[src/rtl/midi_byte_writer.sv]
// midi_byte_writer: MIDI OUT serial transmitter.
// Queues bytes in a small FIFO and sends each as a 31,250 baud frame on MIDI_TX:
// one start bit (0), eight data bits LSB first, one stop bit (1).
// Optional build macro MIDI_RUNNING_STATUS_EN: drops channel-status bytes that repeat
// the current running status on the pop path instead of framing them.
module midi_byte_writer #(
    parameter int unsigned TICKS_PER_BIT = 1600,
    parameter int unsigned FIFO_DEPTH    = 4
) (
    input  logic       CLOCK_50,
    input  logic       RESET,
    input  logic       sendByte,
    input  logic [7:0] byteValue,
    output logic       isReady,
    output logic       isBusy,
    output logic       MIDI_TX
);

    localparam int unsigned TICK_W = $clog2(TICKS_PER_BIT);
    localparam int unsigned PTR_W  = $clog2(FIFO_DEPTH);
    localparam int unsigned OCC_W  = $clog2(FIFO_DEPTH + 1);
    localparam logic [TICK_W-1:0] TICK_LAST = TICK_W'(TICKS_PER_BIT - 1);
    localparam logic [OCC_W-1:0]  OCC_FULL  = OCC_W'(FIFO_DEPTH);

    typedef enum logic [1:0] {StIdle, StStart, StData, StStop} txStateT;

    txStateT           stateQ, stateD;
    logic [TICK_W-1:0] tickQ, tickD;
    logic [2:0]        bitQ, bitD;
    logic [7:0]        shiftQ, shiftD;
    logic              txQ, txD;

    logic [7:0]        fifoMem [FIFO_DEPTH];
    logic [PTR_W-1:0]  wrPtrQ, rdPtrQ;
    logic [OCC_W-1:0]  occQ;

    logic              push, pop, discard, tickDone;
    logic [7:0]        headByte;

    assign headByte = fifoMem[rdPtrQ];
    assign isReady  = (occQ != OCC_FULL);
    assign isBusy   = (stateQ != StIdle) || (occQ != '0);
    assign push     = sendByte && isReady;
    assign tickDone = (tickQ == TICK_LAST);
    assign MIDI_TX  = txQ;

`ifdef MIDI_RUNNING_STATUS_EN
    logic [7:0] runStatusQ, runStatusD;
    logic       rsValidQ, rsValidD;
    logic       isChannel, isSysCommon;

    assign isChannel   = headByte[7] && (headByte[7:4] != 4'hF);
    assign isSysCommon = (headByte[7:3] == 5'b11110);
    // A repeated channel status is popped but never framed
    assign discard     = isChannel && rsValidQ && (headByte == runStatusQ);

    // Running-status tracking on every byte that actually gets framed
    always_comb begin
        runStatusD = runStatusQ;
        rsValidD   = rsValidQ;
        if (pop && !discard) begin
            if (isChannel) begin
                runStatusD = headByte;
                rsValidD   = 1'b1;
            end else if (isSysCommon) begin
                rsValidD   = 1'b0;
            end
        end
    end

    // Running-status register
    always_ff @(posedge CLOCK_50) begin
        if (RESET) begin
            runStatusQ <= 8'h00;
            rsValidQ   <= 1'b0;
        end else begin
            runStatusQ <= runStatusD;
            rsValidQ   <= rsValidD;
        end
    end
`else
    assign discard = 1'b0;
`endif

    // Frame sequencer: next state, bit timing and next serial level
    always_comb begin
        stateD = stateQ;
        tickD  = tickQ;
        bitD   = bitQ;
        shiftD = shiftQ;
        txD    = 1'b1;
        pop    = 1'b0;
        unique case (stateQ)
            StIdle: begin
                if (occQ != '0) begin
                    pop = 1'b1;
                    if (!discard) begin
                        shiftD = headByte;
                        tickD  = '0;
                        bitD   = '0;
                        stateD = StStart;
                    end
                end
            end
            StStart: begin
                txD = 1'b0;
                if (tickDone) begin
                    tickD  = '0;
                    stateD = StData;
                end else begin
                    tickD = tickQ + TICK_W'(1);
                end
            end
            StData: begin
                txD = shiftQ[0];
                if (tickDone) begin
                    tickD  = '0;
                    shiftD = shiftQ >> 1;
                    if (bitQ == 3'd7) begin
                        stateD = StStop;
                    end else begin
                        bitD = bitQ + 3'd1;
                    end
                end else begin
                    tickD = tickQ + TICK_W'(1);
                end
            end
            StStop: begin
                if (tickDone) begin
                    tickD  = '0;
                    stateD = StIdle;
                end else begin
                    tickD = tickQ + TICK_W'(1);
                end
            end
            default: stateD = StIdle;
        endcase
    end

    // Sequencer state and registered serial output (lags the state by one cycle)
    always_ff @(posedge CLOCK_50) begin
        if (RESET) begin
            stateQ <= StIdle;
            tickQ  <= '0;
            bitQ   <= '0;
            shiftQ <= 8'h00;
            txQ    <= 1'b1;
        end else begin
            stateQ <= stateD;
            tickQ  <= tickD;
            bitQ   <= bitD;
            shiftQ <= shiftD;
            txQ    <= txD;
        end
    end

    // FIFO storage; contents need no reset since occupancy guards reads
    always_ff @(posedge CLOCK_50) begin
        if (push) begin
            fifoMem[wrPtrQ] <= byteValue;
        end
    end

    // FIFO pointers and occupancy; simultaneous push and pop leaves occupancy unchanged
    always_ff @(posedge CLOCK_50) begin
        if (RESET) begin
            wrPtrQ <= '0;
            rdPtrQ <= '0;
            occQ   <= '0;
        end else begin
            if (push) begin
                wrPtrQ <= wrPtrQ + PTR_W'(1);
            end
            if (pop) begin
                rdPtrQ <= rdPtrQ + PTR_W'(1);
            end
            if (push && !pop) begin
                occQ <= occQ + OCC_W'(1);
            end else if (!push && pop) begin
                occQ <= occQ - OCC_W'(1);
            end
        end
    end

endmodule

[config.mk]
export PLATFORM = sky130hd
export DESIGN_NAME = midi_byte_writer
export DESIGN_NICKNAME = d
export VERILOG_FILES = /design/src/rtl/midi_byte_writer.sv
export SDC_FILE = /design/constraint.sdc
export NUM_CORES = 1
export LEC_CHECK = 0
export CELL_PAD_IN_SITES_DETAIL_PLACEMENT = 2
export CELL_PAD_IN_SITES_GLOBAL_PLACEMENT = 2
export CORE_UTILIZATION = 41
export CTS_CLUSTER_SIZE = 16
export DETAILED_ROUTE_END_ITERATION = 10
export GPL_ROUTABILITY_DRIVEN = 0
export MAX_ROUTING_LAYER = met4
export PLACE_DENSITY = 0.89
export SYNTH_ARGS = -nofsm -noshare
export SYNTH_HDL_FRONTEND = slang
export SYNTH_SLANG_ARGS = --single-unit
[constraint.sdc]
create_clock -name CLOCK_50 -period 2.54 [get_ports CLOCK_50]
set_input_delay 0.381 -clock CLOCK_50 [delete_from_list [all_inputs] [get_ports CLOCK_50]]
set_output_delay 0.381 -clock CLOCK_50 [all_outputs]
set_load 0.02 [all_outputs]
## Word level (Yosys, flattened, before mapping)

Memory sizes are Yosys's and may differ from the RTL's. A register that Yosys moved wholly into a read port is not among the register bits.
Index checks and enable logic that the tools add are counted.

- Output and inout bits: 3
- Memories kept: 1
- Word-level logic and storage cells: 67
- Bits in registers: 32
- RAM bits: 32

- Reduce and logical (&&, ||, !) cells: 15
- Muxes and demuxes: 25
- Equal/unequal tests: 12
- $add $sub $neg: 6

Memories:

| memory | depth | width | rd ports | clocked after memory_dff | write ports | RTL line | text |
|---|---|---|---|---|---|---|---|
| fifoMem | 4 | 8 | 1 | 1 | 1 | 33 | `logic [7:0] fifoMem [FIFO_DEPTH];` |

Operators by type and width:

| kind | count |
|---|---|
| $mux W11 | 2 |
| $pmux W11 S2 | 1 |
| $mux W8 | 2 |
| $pmux W8 S2 | 1 |
| $mux W3 | 5 |
| $mux W2 | 7 |
| $ne A2 B2 Y1 const B | 6 |
| $add A11 B1 Y11 const B | 1 |
| $eq A11 B11 Y1 const B | 1 |
| $pmux W2 S4 | 1 |
| $add A3 B1 Y3 const B | 2 |
| $pmux W3 S2 | 1 |
| $reduce_bool A2 Y1 | 3 |
| $reduce_and A5 Y1 | 1 |
| $add A2 B1 Y2 const B | 2 |
| $eq A2 B2 Y1 const B | 2 |
| $mux W1 | 4 |
| $reduce_and A4 Y1 | 1 |
| $eq A3 B3 Y1 const B | 1 |
| $logic_and A1 B1 Y1 | 3 |
| $ne A3 B3 Y1 const B | 1 |
| $reduce_and A3 Y1 | 1 |
| $reduce_bool A3 Y1 | 1 |
| $reduce_or A3 Y1 | 1 |
| other kinds (6) | 7 |

## Depth between registers and ports, before layout

- Depth after elaboration: 6
- Depth in mapped cells: 10
- Mapped depth without buffers: 9

## Least setup slack after synthesis

OpenSTA, ideal clock, no wires.

- Path kind: flip-flop to flip-flop
- From: register stateQ[0]
- To: register occQ[2]
- Data arrival time: 2.197 ns
- Data required time: 2.469 ns
- Cell stages (with the launch flop): 11
- Period minus slack after synthesis: 2.268 ns
- Setup slack: 0.272 ns
- Setup time: 0.071 ns
- Path buffers: 1
- Cells stage by stage: dfxtp_1 inv_1 ha_1 clkbuf_1 o31ai_1 ha_1 inv_1 fa_1 xor2_1 or3_1 a21oi_1

- Word-level cells in the longest chain between the ends: 5

RTL lines:

| what | RTL line | text |
|---|---|---|
| start: declaration | 27 | `txStateT stateQ, stateD;` |
| start signal: assignment | 143 | `stateQ <= StIdle;` |
| start signal: assignment | 149 | `stateQ <= stateD;` |
| $logic_not A2 Y1 * | 93 | `unique case (stateQ)` |
| $mux W1 * | 93 |  |
| $logic_not A1 Y1 | 177 | `if (push && !pop) begin` |
| $logic_and A1 B1 Y1 | 177 |  |
| $mux W3 or $reduce_bool A2 Y1 (tied branches) | n/a |  |
| end signal: assignment | 178 | `occQ <= occQ + OCC_W'(1);` |
| end signal: assignment | 180 | `occQ <= occQ - OCC_W'(1);` |
| end: declaration | 35 | `logic [OCC_W-1:0] occQ;` |

Mark *: on every way between the ends. The rest lies on a longest branch, timed or not.
A chain may end at the register's enable or synchronous reset.

## Worst setup path after layout

- From: register stateQ[1]
- To: output isBusy

- Word-level cells in the longest chain between the ends: 2

RTL lines:

| what | RTL line | text |
|---|---|---|
| $reduce_bool A2 Y1 | 42 | `assign isBusy = (stateQ != StIdle) \|\| (occQ != '0);` |
| $logic_or A1 B1 Y1 | 42 |  |
| end: declaration | 15 | `output logic isBusy,` |

No other way between the ends.

==> flow_summary.ini <==
[status]
outcome = finished, final reports clean

[setup_path]
crit_fanout = 4
crit_path_end_kind = output pin
startpoint = stateQ[1]
critPathArrivalTime_ns = 1.97
r2r-end = occQ[2]
cp.required_ns = 2.16
startpoint_type = flop
r2r-start = stateQ[0]
reg2reg_slack_ns = 0.23
crit_end = isBusy
rr_worst_depth = 9
critPathKind = flop to output pin

[yosys]
synth-edff-count = 32
synth_xor_area_share_pct = 2.00
async_flop_share_pct = 0
synth_area_leaders = edfxtp_1, dfxtp_1, mux4_2, ha_1, mux2i_1
synth_mux_area_share_pct = 12.1
syn_avg_cell_area_um2 = 11.9
synth_top_area_cell = edfxtp_1
synth_compound_area_share_pct = 7.64
syn-num-nets = 283
synth_cells = 258
synth_ff_type = dfxtp_1
yosysSeqAreaShare_pct = 53.6
netlist_area_um2 = 3060
synthAdderAreaFrac_pct = 5.97
ys_ff_latch = 66
yosys.area_share.simple_pct = 16.3
ys_types = 51
yosysTopAreaCellShare_pct = 31.4
synth_top_family_by_area = simple AND/OR/NAND/NOR gates
yosysWarnings = 0

[sta]
timing.final.crit_share_pct = 92.8
final.setup_skew_ns = 0.00990
setup_viol = 0
max-slew-margin-rel_pct = 57.1
tightest_slew_ns = 0.635
hold_viol = 0
rsz0062_at_grt = no
layout_min_cycle_time_ns = 2.36
maxSlewViolCount = 0
max_clock_freq_mhz = 424
fin_setup_tns_ns = 0

[global_route]
grt_overflow = 0
grt_max_degree = 23
grt_pass1_wl_um = 12600
antenna_found_initial = 0
grtUsageTotal_pct = 23.2
grt_pass1_vias = 2323

[final_layout]
mostFrequentLayoutCells = dfxtp_1, edfxtp_1, nor2_1, nand2_1, nand3_1
area_delta_synth_final_pct = 15.7
drive_gt1_share_pct = 15.4
final_common_cell = dfxtp_1
num_antenna_cells = 0
nets = 305

[cts]
clock_sinks = 66
cts_root_buf = clkbuf_8
cts_hold_repair.buffers = 0
cts_tree = yes
post_cts_buffers = 0
cts_buffers = 9
cts_buffer_depth = 2
htreeDepth = 3
clk_pin_slew_worst_paths_ns = 0.09
clock_latency_ns = 0.36

[route]
wl_um = 7880
post_drt_wl_per_cell_um = 20.5
wl_met3_um = 211
wl_met1_um = 3590
drc = 0
drtIter0Drc = 98
highest_layer = met4
met2_wirelength_um = 3920
drtAntennaViolNets = 0
dr_total_vias = 2143
vias_per_cell = 5.58
firstDrtPassIters = 4

[floorplanning]
initial_core_util_pct = 42.2
ioPinCount = 14
die_w_um = 88.4
std_cell_rows = 31
die_h_um = 88.4
dieArea_um2 = 7820
core_area_um2 = 7250

[power_and_ir_drop]
power_density_nw_per_um2 = 1060
leakage_nw = 1.31
fin_total_pwr_mw = 3.75
max-vdd-ir-drop_uv = 564

[flow_run]
maxCapViolCount = 0

[placed_design]
hpwl_um = 5390
portBuffers = 13

[worst_hold_path]
worstHoldPathType = flop to flop
## worst max-delay path: stages, from the launching register on
cell and delay (ns):
dfxtp_1 0.35, inv_1 0.14, ha_1 0.26, nor4b_2 0.30, clkinv_1 0.20, dlygate4sd2_1 0.36
## cells by family (layout without fill, tap and decap cells)
family | count (synthesis) | count (layout)
adder cells (fa/ha/maj) | 14 | 14
AND/OR/NAND/NOR | 92 | 92
XOR/XNOR | 7 | 7
multiplexers | 26 | 26
flip-flops | 66 | 66
buffers and inverters | 19 | 46
AO/OA/AOI/OAI | 34 | 34
## repair_timing
item                                   in CTS  in global routing
endpoints found under the hold margin       0                  0
gates resized for setup                     1                  0
setup endpoints to repair                   1                  0
## Yosys cell counts (6+ instances only)
cell and number:
inv_1 6, mux2i_1 11, nand3_1 18, nand2_1 18
clkbuf_1 8, mux2_2 7, nor2_1 18, a21oi_1 6
ha_1 13, and3_1 6, mux4_2 8, o21ai_0 9
dfxtp_1 34, edfxtp_1 32
## where the power goes
part           internal [mW]  total [mW]  switching (mW)
logic                  0.593        1.32           0.731
registers               1.30        1.48           0.175
clock network          0.470       0.949           0.479
## how the worst min path moves through the flow
stage / slack [ns] / startpoint / endpoint / cells after the start
2_1_floorplan: 0.43 / shiftQ[0] / shiftQ[0] / 2
3_5_place_dp: 0.46 / shiftQ[2] / shiftQ[2] / 2
5_1_grt: 0.50 / shiftQ[1] / shiftQ[1] / 2
6_report: 0.47 / shiftQ[2] / shiftQ[2] / 2
4_1_cts: 0.47 / shiftQ[1] / shiftQ[1] / 2
3_3_place_gp: 0.44 / shiftQ[4] / shiftQ[4] / 2
## final cells by class
cell class	instances	area (um^2)
Clock inverter	7	83.8
Multi-Input combinational cell	173	1350
Clock buffer	9	124
Fill cell	720	3710
Inverter	9	33.8
Sequential cell	66	1640
Tap cell	99	124
Timing Repair Buffer	21	189
## stage by stage
step	instance area, um^2	hold WS, ns	utilization (%)	setup WS (ns)	std cells
2_1_floorplan	3060	0.435	-	0.272	258
3_3_place_gp	3340	0.444	46.0	0.224	368
3_5_place_dp	3340	0.458	46.0	0.139	368
4_1_cts	3540	0.473	48.9	0.129	384
5_1_grt	3540	0.496	48.9	0.0853	384
6_report	3540	0.471	48.9	0.184	384
## flip-flops by register name, summed over array words and instances (netlist names), named ones only
name,flops
rdPtrQ,2
stateQ,2
fifoMem,32
bitQ,3
occQ,3
shiftQ,8
MIDI_TX,1
tickQ,11
wrPtrQ,2
## metal layers
layer | GRT usage [%] | vias up
met5 | - | -
li1 | - | 1007
met3 | 5.32 | 13
met1 | 28.1 | 1085
met2 | 37.3 | 38
met4 | 9.82 | 0
No activity file was read; power rests on OpenSTA's default activity.
